## src/rtl/sd_cmd_framer.sv

```systemverilog
// ============================================================================
// Module : sd_cmd_framer
// Builds a 6-byte SPI-mode SD command (with serial CRC7), pushes it to the
// byte shifter, then polls with 0xFF fill bytes for an R1 response.
// Rev    : 1.0
// ============================================================================
`default_nettype none

module sd_cmd_framer #(
  parameter int TIMEOUT_BYTES = 8
) (
  input  logic        CLK50,
  input  logic        RST_N,
  input  logic        CMD_START,
  input  logic [5:0]  CMD_INDEX,
  input  logic [31:0] CMD_ARG,
  output logic        BUSY,
  output logic        DONE,
  output logic        TIMEOUT,
  output logic [7:0]  RESP,
  output logic        W_STB,
  output logic [7:0]  W_DATA,
  input  logic        BYTE_DONE,
  output logic        R_STB,
  input  logic [7:0]  R_DATA
);

  localparam logic [3:0] S_IDLE      = 4'd0;
  localparam logic [3:0] S_CRC       = 4'd1;
  localparam logic [3:0] S_TX        = 4'd2;
  localparam logic [3:0] S_TX_WAIT   = 4'd3;
  localparam logic [3:0] S_POLL      = 4'd4;
  localparam logic [3:0] S_POLL_WAIT = 4'd5;
  localparam logic [3:0] S_RD        = 4'd6;
  localparam logic [3:0] S_SAMPLE    = 4'd7;
  localparam logic [3:0] S_FIN       = 4'd8;

  localparam logic [7:0] C_TIMEOUT   = 8'(TIMEOUT_BYTES);
  localparam logic [6:0] C_CRC_POLY  = 7'h09;

  logic [3:0]  r_state;
  logic [3:0]  w_state_next;
  logic [39:0] r_frame;
  logic [6:0]  r_crc;
  logic [5:0]  r_bit_cnt;
  logic [2:0]  r_byte_idx;
  logic [7:0]  r_poll_cnt;
  logic [7:0]  r_resp;
  logic        r_timeout;

  logic [5:0]  w_bit_idx;
  logic        w_crc_fb;
  logic [7:0]  w_poll_inc;
  logic        w_resp_hit;
  logic        w_poll_expired;
  logic [7:0]  w_tx_byte;

  assign w_bit_idx      = 6'd39 - r_bit_cnt;
  assign w_crc_fb       = r_frame[w_bit_idx] ^ r_crc[6];
  assign w_poll_inc     = r_poll_cnt + 8'd1;
  assign w_resp_hit     = ~R_DATA[7];
  assign w_poll_expired = (w_poll_inc == C_TIMEOUT);

  always_comb begin
    w_tx_byte = 8'hFF;
    case (r_byte_idx)
      3'd0:    w_tx_byte = r_frame[39:32];
      3'd1:    w_tx_byte = r_frame[31:24];
      3'd2:    w_tx_byte = r_frame[23:16];
      3'd3:    w_tx_byte = r_frame[15:8];
      3'd4:    w_tx_byte = r_frame[7:0];
      3'd5:    w_tx_byte = {r_crc, 1'b1};
      default: w_tx_byte = 8'hFF;
    endcase
  end

  always_ff @(posedge CLK50 or negedge RST_N) begin
    if (!RST_N) begin
      r_state <= S_IDLE;
    end else begin
      r_state <= w_state_next;
    end
  end

  always_comb begin
    w_state_next = r_state;
    case (r_state)
      S_IDLE:      if (CMD_START) w_state_next = S_CRC;
      S_CRC:       if (r_bit_cnt == 6'd39) w_state_next = S_TX;
      S_TX:        w_state_next = S_TX_WAIT;
      S_TX_WAIT:   if (BYTE_DONE) w_state_next = (r_byte_idx == 3'd5) ? S_POLL : S_TX;
      S_POLL:      w_state_next = S_POLL_WAIT;
      S_POLL_WAIT: if (BYTE_DONE) w_state_next = S_RD;
      S_RD:        w_state_next = S_SAMPLE;
      S_SAMPLE:    w_state_next = (w_resp_hit || w_poll_expired) ? S_FIN : S_POLL;
      S_FIN:       w_state_next = S_IDLE;
      default:     w_state_next = S_IDLE;
    endcase
  end

  always_comb begin
    W_STB   = (r_state == S_TX) || (r_state == S_POLL);
    W_DATA  = (r_state == S_TX) ? w_tx_byte : 8'hFF;
    R_STB   = (r_state == S_RD);
    BUSY    = (r_state != S_IDLE);
    DONE    = (r_state == S_FIN);
    TIMEOUT = (r_state == S_FIN) && r_timeout;
    RESP    = r_resp;
  end

  // Frame stays intact during CRC; bits are read by index so TX can reuse it.
  always_ff @(posedge CLK50 or negedge RST_N) begin
    if (!RST_N) begin
      r_frame    <= '0;
      r_crc      <= '0;
      r_bit_cnt  <= '0;
      r_byte_idx <= '0;
      r_poll_cnt <= '0;
      r_resp     <= 8'hFF;
      r_timeout  <= 1'b0;
    end else begin
      case (r_state)
        S_IDLE: begin
          if (CMD_START) begin
            r_frame    <= {2'b01, CMD_INDEX, CMD_ARG};
            r_crc      <= '0;
            r_bit_cnt  <= '0;
            r_byte_idx <= '0;
            r_poll_cnt <= '0;
            r_timeout  <= 1'b0;
          end
        end
        S_CRC: begin
          r_crc     <= {r_crc[5:0], 1'b0} ^ (w_crc_fb ? C_CRC_POLY : 7'h00);
          r_bit_cnt <= r_bit_cnt + 6'd1;
        end
        S_TX_WAIT: begin
          if (BYTE_DONE && (r_byte_idx != 3'd5)) begin
            r_byte_idx <= r_byte_idx + 3'd1;
          end
        end
        S_SAMPLE: begin
          if (w_resp_hit) begin
            r_resp <= R_DATA;
          end else begin
            r_poll_cnt <= w_poll_inc;
            if (w_poll_expired) begin
              r_resp    <= 8'hFF;
              r_timeout <= 1'b1;
            end
          end
        end
        default: ;
      endcase
    end
  end

endmodule

`default_nettype wire
```

## config.mk

```make
export PLATFORM = sky130hd
export DESIGN_NAME = sd_cmd_framer
export DESIGN_NICKNAME = d
export VERILOG_FILES = /design/src/rtl/sd_cmd_framer.sv
export SDC_FILE = /design/constraint.sdc
export NUM_CORES = 1
export LEC_CHECK = 0
export ABC_AREA = 1
export BUFFER_PORTS_ARGS = -buffer_cell sky130_fd_sc_hd__buf_2
export CORE_UTILIZATION = 38
export DETAILED_ROUTE_END_ITERATION = 12
export GPL_ROUTABILITY_DRIVEN = 0
export GPL_TIMING_DRIVEN = 0
export PLACE_DENSITY = 0.61
export SYNTH_ARGS = -nofsm -noshare
export SYNTH_HDL_FRONTEND = slang
export SYNTH_SLANG_ARGS = --single-unit
```

## constraint.sdc

```tcl
create_clock -name CLK50 -period 4.1 [get_ports CLK50]
set_input_delay 0.615 -clock CLK50 [delete_from_list [all_inputs] [get_ports CLK50]]
set_output_delay 0.615 -clock CLK50 [all_outputs]
set_load 0.03 [all_outputs]
```

# Word level (Yosys, flattened, before mapping)
# Cells that the tools add are included.
# W data, S select, Z words.
[totals] regBits=76 input_bits=50 out_inout_bits=21 word_cells=85
[classes] add_sub_neg=4 magnitude_cmp=1 eq_ne=24 n_mux=28 bitwise_logic=3 reduce_logical=17
[op_table] op="$pmux W8 S6" n=1
[op_table] op="$mux W8" n=5
[op_table] op="$pmux W4 S8" n=1
[op_table] op="$mux W4" n=6
[op_table] op="$eq A4 B3 Y1 const B" n=4
[op_table] op="$pmux W8 S2" n=1
[op_table] op="$ne A2 B2 Y1 const B" n=7
[op_table] op="$pmux W7 S2" n=1
[op_table] op="$pmux W6 S2" n=1
[op_table] op="$mux W3" n=3
[op_table] op="$add A8 B1 Y8 const B" n=1
[op_table] op="$eq A4 B2 Y1 const B" n=2
[op_table] op="$eq A8 B4 Y1 const B" n=1
[op_table] op="$reduce_and A4 Y1" n=2
[op_table] op="$lt A6 B7 Y1 const B" n=1
[op_table] op="$mux W7" n=1
[op_table] op="$xor A7 B4 Y7" n=1
[op_table] op="$add A6 B1 Y6 const B" n=1
[op_table] op="$bmux W1 S6" n=1
[op_table] op="$eq A3 B2 Y1 const B" n=2
[op_table] op="$eq A3 B3 Y1 const B" n=2
[op_table] op="$eq A6 B6 Y1 const B" n=1
[op_table] op="$mux W6" n=1
[op_table] op="$pmux W3 S2" n=1
[op_table] op="19 further kinds" n=29

# Depth between registers and ports, before layout
# Gate-level depths: netlist (run 1).
[logic_depth] depth_word=7 depth_mapped=17 mapped_depth_nobuf=16

# Worst setup path after synthesis (run 1)
# Ideal clock, no wire load.
[synth_timing] kind="register to output" from="register r_state[0]" to="output port TIMEOUT" arrival_time_ps=1686 t_required_ps=3485 path_slack_ps=1799 path_stages_with_launch=5 n_path_buf=0 cell_sequence="dfrtp_1 > nor2_1 > inv_1 > nor3_1 > and2_1"
[synth_via] elab_chain_cells=2
[synth_rtl] element="start: declaration" line_no="41" rtl="logic [3:0] r_state;"
[synth_rtl] element="start signal: assignment" line_no="81" rtl="r_state <= w_state_next;"
[synth_rtl] element="$eq A4 B4 Y1"
[synth_rtl] element="named net DONE" line_no="18" rtl="output logic DONE,"
[synth_rtl] element="$logic_and A1 B1 Y1" line_no="107" rtl="TIMEOUT = (r_state == S_FIN) && r_timeout;"
[synth_rtl] element="end: declaration" line_no="19" rtl="output logic TIMEOUT,"
# The timed path passes the listed nets, and every way through them passes these cells.

# Final worst setup path (run 1)
[layout_timing] from="register r_byte_idx[0]" to="output port W_DATA[1]"
[layout_via] elab_chain_cells=3 word_cells_on_any_way=8 classes_between="5 x eq/ne; 2 x mux; 1 x reduce/logical"
[layout_rtl] element="start: declaration" line_no="46" rtl="logic [2:0] r_byte_idx;"
[layout_rtl] element="start signal: assignment" line_no="139" rtl="r_byte_idx <= r_byte_idx + 3'd1;"
[layout_rtl] element="$eq A3 B3 Y1, or another cell as far along" line_no="66" rtl="case (r_byte_idx)"
[layout_rtl] element="$pmux W8 S6 *" line_no="66"
[layout_rtl] element="$mux W8 *" line_no="103" rtl="W_DATA = (r_state == S_TX) ? w_tx_byte : 8'hFF;"
[layout_rtl] element="end: declaration" line_no="22" rtl="output logic [7:0] W_DATA,"
# Mark *: on every way between the ends. The rest lies on a longest branch, timed or not.

==> key figures, run 1 <==
Timing
  • Final setup viols: 0
  • Fin crit period: 3.03 ns
  • Setup_tns: 0 ns
  • Worst Max-Slew Pin Slew: 0.518 ns
  • Final hold violation count: 0
  • Tcrit/Tclk final: 74.0%
  • FMAX: 0.330 GHz
  • RSZ-0062 raised after global routing: false
  • Setup Skew: 0.00592 ns
  • Hold slack: 0.231 ns
  • Worst rel slew slack: 65.5%
  • Slew Viols, Final: 0

Clock tree
  • Postcts setup bufs: 0
  • Num CTS Buffers: 9
  • Skew-Pair Late Insertion Delay: 0.36 ns
  • Post-cts repair resize count: 0
  • Max Buffers Root-to-Sink: 2
  • TritonCTS clock tree: yes
  • Clk sink count: 76
  • # hold bufs at CTS: 0
  • Worst-path clk slew: 0.07 ns
  • H-Tree Level Count: 3
  • Clock Tree Root: clkbuf_8

Power and ir drop
  • Static leakage: 2.51 nW
  • Switch Pwr: 1.64 mW
  • Seq pwr share: 36.8%
  • VDD IR max: 257 uV
  • Net Sw Frac: 45.9%
  • Share of total power in the clock network: 16.0%
  • Combinational Power Share: 47.2%
  • Power Density: 744 nW/um2
  • Power Internal: 1.94 mW

Placement
  • Placed Instances: 744
  • Placed cell areas: 4620 um2
  • IO Port Bufs: 70
  • Detail Placement HPWL: 8320 um

Yosys
  • Top_reg_cell synth: dfrtp_1
  • Mapped cell area: 4080 um2
  • YS warnings: 0
  • Mean Syn Cell Area: 7.60 um2
  • Synth cell types: 36
  • Mapped Cells: 537
  • Asr flop ratio synth: 100%
  • Synth top area share: 41.7%
  • Sequential-to-total area share from yosys stat: 46.8%
  • Post-synth EDFFs: 0
  • Area leader, netlist: dfrtp_1
  • Area contributors post-synth: dfrtp_1 42%, nand2_1 20%, dfstp_2 5.2%
  • #FFs+latches synth: 76
  • Syn_nets: 597

Global route
  • Initial antenna violation count: 0
  • Global Route Usage Sum: 21.1%
  • Vias in the first global route: 3626
  • Total grt overflow: 0
  • Largest net degree at the start of global routing: 40
  • First-pass GRT wire length: 18100 um

Finish
  • Share of layout cells above drive strength 1: 18.8%
  • Fin nets: 679
  • Register Area: 1910 um2
  • Multi-input logic area: 1870 um2
  • Diode count: 0
  • Post-route insts no fill: 758
  • Area delta synth->final: 18.0%
  • Fillers: 1088
  • Cell area after layout: 4810 um2
  • Final Util: 46.4%

Run status
  • Status: complete, no violations

Die
  • Die X: 106 um
  • Num rows: 37
  • Core ar.: 10400 um2
  • Initial Util: 39.4%
  • # IOs: 71
  • Die Y: 106 um
  • Die ar.: 11200 um2

Setup path
  • CP Launch Type: register
  • Crit end category: output port
  • Critical-path cell list: ha_1 -> ha_1 -> clkbuf_1 -> nor3_1 -> nand2_1 -> nand2_1 -> inv_1 -> o2111ai_1 -> buf_2
  • Max stage delay on crit path: 0.43 ns
  • Flop-to-flop setup slack: 2.18 ns
  • Slowest-stage cell, CP: dfrtp_1
  • Req. time, crit path: 3.48 ns
  • Critical path data arrival time: 2.42 ns
  • CP Class: reg2out
  • CP Max Fanout: 9

Routing
  • Vias: 3732
  • Initial DRC Count: 288
  • DR DRC count: 0
  • Post-route ant nets: 0
  • Drt pass-1 iters: 5
  • Vias per cell: 4.92
  • Avg WL per Cell: 14.4 um
  • Routed WL: 10900 um

Run
  • Number of max-cap violations: 0

Hold path
  • Type of the worst min-delay path: in2async
-- logic make-up (layout without fill, tap and decap cells) --
family | after synthesis | in the layout | synth area share, %
buffers and inverters | 71 | 156 | 7.36
flip-flops | 76 | 76 | 46.8
AO/OA/AOI/OAI | 74 | 74 | 11.6
AND/OR/NAND/NOR | 298 | 298 | 29.3
multiplexers | 1 | 1 | 0.276
adder cells (fa/ha/maj) | 10 | 10 | 3.07
XOR/XNOR | 7 | 7 | 1.50
-- cell usage in the layout (no fill, tap or decap), types with 10 or more instances in the layout --
cell / n
o21ai_0: 26
inv_1: 50
clkbuf_8: 11
nand2_1: 221
ha_1: 10
dfrtp_1: 68
nand3_1: 27
nor2_1: 34
buf_2: 75
o22ai_1: 12
-- stage by stage --
stage	setup slack (ns)	total power [mW]
2_1_floorplan	1.80	2.48
3_3_place_gp	1.49	2.97
3_5_place_dp	1.51	3.01
4_1_cts	1.10	3.58
5_1_grt	0.912	3.89
6_report	1.07	3.58
-- cell usage after synthesis, types with 7 or more instances --
library cell	count
ha_1	10
dfstp_2	8
a221oi_1	7
a21oi_1	9
nand4_1	7
o21ai_0	26
o21ai_2	7
dfrtp_1	68
inv_1	50
nand2_1	221
nor2_1	34
o22ai_1	12
nand3_1	27
-- worst paths after layout --
kind	start	endpoint	cells past startpoint
max	r_byte_idx[0]	W_DATA[1]	9
min in group CLK50	CMD_INDEX[2]	r_frame[34]	3
max in group asynchronous	RST_N	RESP[7]	2
min reg2reg	RESP[7]	RESP[7]	2
max reg2reg	r_poll_cnt[0]	r_timeout	8
min	RST_N	r_poll_cnt[0]	1
-- power by group through the flow --
stage                     Combinational [mW]  Clock [mW]  Sequential (mW)
after floorplan                         1.17           0             1.32
after global placement                  1.65           0             1.32
after detailed placement                1.68           0             1.33
after CTS                               1.68       0.586             1.32
after global routing                    1.91       0.621             1.36
final                                   1.69       0.572             1.32
-- registers in the layout (all words and copies together) (netlist names) --
| register | flops |
|---|---|
| RESP | 8 |
| r_bit_cnt | 6 |
| r_byte_idx | 3 |
| r_crc | 7 |
| r_frame | 39 |
| r_poll_cnt | 8 |
| r_state | 4 |
| r_timeout | 1 |
-- worst max-delay path: cells and delay by family, from the launching register on --
kind                     cells  cell delay [ns]
AO/OA/AOI/OAI                1             0.19
flip-flops                   1             0.43
buffers and inverters        3             0.63
AND/OR/NAND/NOR              3             0.43
adder cells (fa/ha/maj)      2             0.39
-- area by class of cell --
| class | count | area share (%) |
|---|---|---|
| Tap cell | 136 | 3.53 |
| Multi-Input combinational cell | 390 | 38.8 |
| Clock buffer | 12 | 3.22 |
| Timing Repair Buffer | 71 | 7.74 |
| Clock inverter | 2 | 0.728 |
| Sequential cell | 76 | 39.7 |
| Inverter | 54 | 4.21 |
| Buffer | 17 | 2.03 |
-- layer usage --
layer  vias to the layer above  track usage [%]  wire [um]  part of all wire, %
li1                       1890                -          -                    -
met1                      1714             28.7       5040                   46
met2                       108             32.1       4990                   46
met3                        20             4.27        582                  5.3
met4                         0             10.1        293                  2.7
met5                         -                0          0                    0
(Power assumes the default switching activity.)
==> inputs of run 2 (changes only) <==
Settings changed: ABC_AREA 1 to 0.
Clock period 4.1 ns to 3 ns, I/O delays scaled along.
==> key figures, run 2 <==
Power and ir drop
  • Power Density: 924 nW/um2
  • VDD IR max: 485 uV
  • Static leakage: 2.34 nW

Finish
  • Post-route insts no fill: 687
  • Final Util: 47.0%
  • Register Area: 1910 um2
  • Max FFs per register: 39
  • Fillers: 1062
  • Register bank with the most flops: r_frame
  • Diode count: 0
  • Commonest cells after routing, fill and taps aside: 159 x nand2_1, 71 x buf_2, 68 x dfrtp_1
  • Fin nets: 606
  • Share of layout cells above drive strength 1: 22.9%
  • Multi-input logic area: 2140 um2
  • Area delta synth->final: 17.9%
  • Commonest non-fill, non-tap cell in the layout: nand2_1

Yosys
  • Mapped cell area: 4170 um2
  • YS warnings: 0
  • Mux share of post-synthesis cell area: 11.3%
  • Synth cell types: 49
  • Post-synth EDFFs: 0
  • Post-Synth Simple-Gate Area: 25.4%
  • Post-synthesis compound-gate area fraction: 8.77%
  • Synth top area share: 40.8%
  • Post-Synth Adder-Cell Area: 3.00%
  • Area leader, netlist: dfrtp_1
  • Asr flop ratio synth: 100%
  • Syn_nets: 523
  • XOR/XNOR share of the synthesized area: 2.31%
  • Combinational family with the most area after synthesis: simple AND/OR/NAND/NOR gates
  • Mean Syn Cell Area: 9.00 um2
  • Most common cell in the netlist: nand2_1
  • Sequential-to-total area share from yosys stat: 45.9%
  • Synth top cells by count: 159 x nand2_1, 68 x dfrtp_1, 32 x nor2_1
  • Top_reg_cell synth: dfrtp_1
  • Area contributors post-synth: dfrtp_1 41%, nand2_1 14%, dfstp_2 5.0%
  • Mapped Cells: 463
  • #FFs+latches synth: 76

Global route
  • First-pass GRT wire length: 17600 um
  • Global Route Usage Sum: 20.2%
  • Initial antenna violation count: 0
  • Total grt overflow: 0
  • Largest net degree at the start of global routing: 49
  • Vias in the first global route: 3473

Setup path
  • Critical-path cell list: buf_2 -> inv_1 -> ha_1 -> buf_1 -> a222oi_1 -> nand3_1 -> buf_2
  • Crit end category: output port
  • CP Launch Type: register
  • Worst-case reg-to-reg path depth: 7
  • Setup crit start: r_byte_idx[2]
  • CP Max Fanout: 10
  • Critical path data arrival time: 2.36 ns
  • Req. time, crit path: 2.55 ns
  • Slowest-stage cell, CP: a222oi_1
  • R2R Path Start: r_bit_cnt[0]
  • Most frequent CP cell: buf_2
  • Max stage delay on crit path: 0.47 ns
  • CP Class: reg2out

Clock tree
  • Skew-Pair Late Insertion Delay: 0.36 ns
  • Clock Tree Root: clkbuf_8
  • TritonCTS clock tree: yes
  • # hold bufs at CTS: 0
  • Num CTS Buffers: 9
  • H-Tree Level Count: 3
  • Max Buffers Root-to-Sink: 2
  • Clk sink count: 76
  • Worst-path clk slew: 0.08 ns

Die
  • Die X: 107 um
  • Initial Util: 39.8%
  • # IOs: 71
  • Num rows: 37
  • Die Y: 107 um
  • Core ar.: 10500 um2
  • Die ar.: 11400 um2

Timing
  • RSZ-0062 raised after global routing: false
  • Setup Skew: 0.0119 ns
  • Final hold violation count: 0
  • Fin crit period: 2.81 ns
  • FMAX: 0.357 GHz
  • Final setup viols: 0
  • Worst rel slew slack: 56.0%
  • Tcrit/Tclk final: 93.5%
  • PnR worst setup slack: 0.195 ns
  • Slew Viols, Final: 0
  • Worst Max-Slew Pin Slew: 0.657 ns

Placement
  • Placed Instances: 670
  • DP Worst Slack: -0.0942 ns
  • Detail Placement HPWL: 7930 um
  • IO Port Bufs: 70

Routing
  • Post-route ant nets: 0
  • Routed WL: 10700 um
  • Avg WL per Cell: 15.5 um
  • Drt pass-1 iters: 7
  • DR DRC count: 0
  • Vias per cell: 5.22
  • Initial DRC Count: 240
  • Vias: 3584

Hold path
  • Type of the worst min-delay path: in2async

Run status
  • Status: complete, no violations

Run
  • Number of max-cap violations: 0
-- run 2: area by class of cell --
cell class                      count  share of cell area (%)
Timing Repair Buffer               72                    7.89
Sequential cell                    76                    38.9
Clock buffer                        9                    2.52
Clock inverter                      7                   0.891
Inverter                            8                   0.611
Buffer                             24                    2.24
Tap cell                          136                    3.46
Multi-Input combinational cell    355                    43.5
-- run 2: worst max-delay path: cells and delay by family, from the launching register on --
kind	cells	cell delay (ns)
AND/OR/NAND/NOR	1	0.16
adder cells (fa/ha/maj)	1	0.20
AO/OA/AOI/OAI	1	0.47
flip-flops	1	0.39
buffers and inverters	4	0.78
-- run 2: final timing paths --
path                       slack [ns]             to
setup reg to reg                 0.39       r_crc[0]
hold / removal                   0.01  r_poll_cnt[7]
hold reg to reg                  0.46        RESP[7]
min in group CLK50               0.28     r_frame[1]
setup / recovery                 0.19      W_DATA[5]
max in group asynchronous        2.36        RESP[6]
-- run 2: power by group --
group	internal (mW)	switching, mW
clock	0.295	0.395
sequential	1.40	0.336
combinational	0.893	1.22
-- run 2: cell families after synthesis --
kind of cell,after synthesis
adders and majority gates,10
DFF,76
AOI/OAI and AO/OA,58
xor gates and xnor gates,11
and+or+nand+nor,246
buffers and inverters,32
muxes,30
-- run 2: metrics by stage --
| step | setup TNS [ns] | hold WS, ns | power, mW | area (um2) |
|---|---|---|---|---|
| final | 0 | 0.0111 | 4.54 | 4910 |
| after global routing | 0 | 0.0249 | 4.89 | 4910 |
| after CTS | 0 | 0.0107 | 4.54 | 4900 |
| after detailed placement | -0.545 | 0.407 | 3.82 | 4720 |
| after global placement | -0.335 | 0.450 | 3.76 | 4690 |
| after floorplan | 0 | 0.154 | 3.20 | 4170 |
-- run 2: timing repair --
item / in CTS / in global routing
pin swaps: 1 / 0
buffers inserted: 1 / 0
hold endpoints to repair: 0 / 0
setup endpoints to repair: 8 / 8
resized for setup: 2 / 2
-- run 2: metal layers --
layer	vias up	track usage, %	routed length [um]
met5	-	0	0
met4	0	8.02	184
li1	1761	-	-
met3	14	3.77	456
met2	97	30.3	4900
met1	1712	28.7	5120
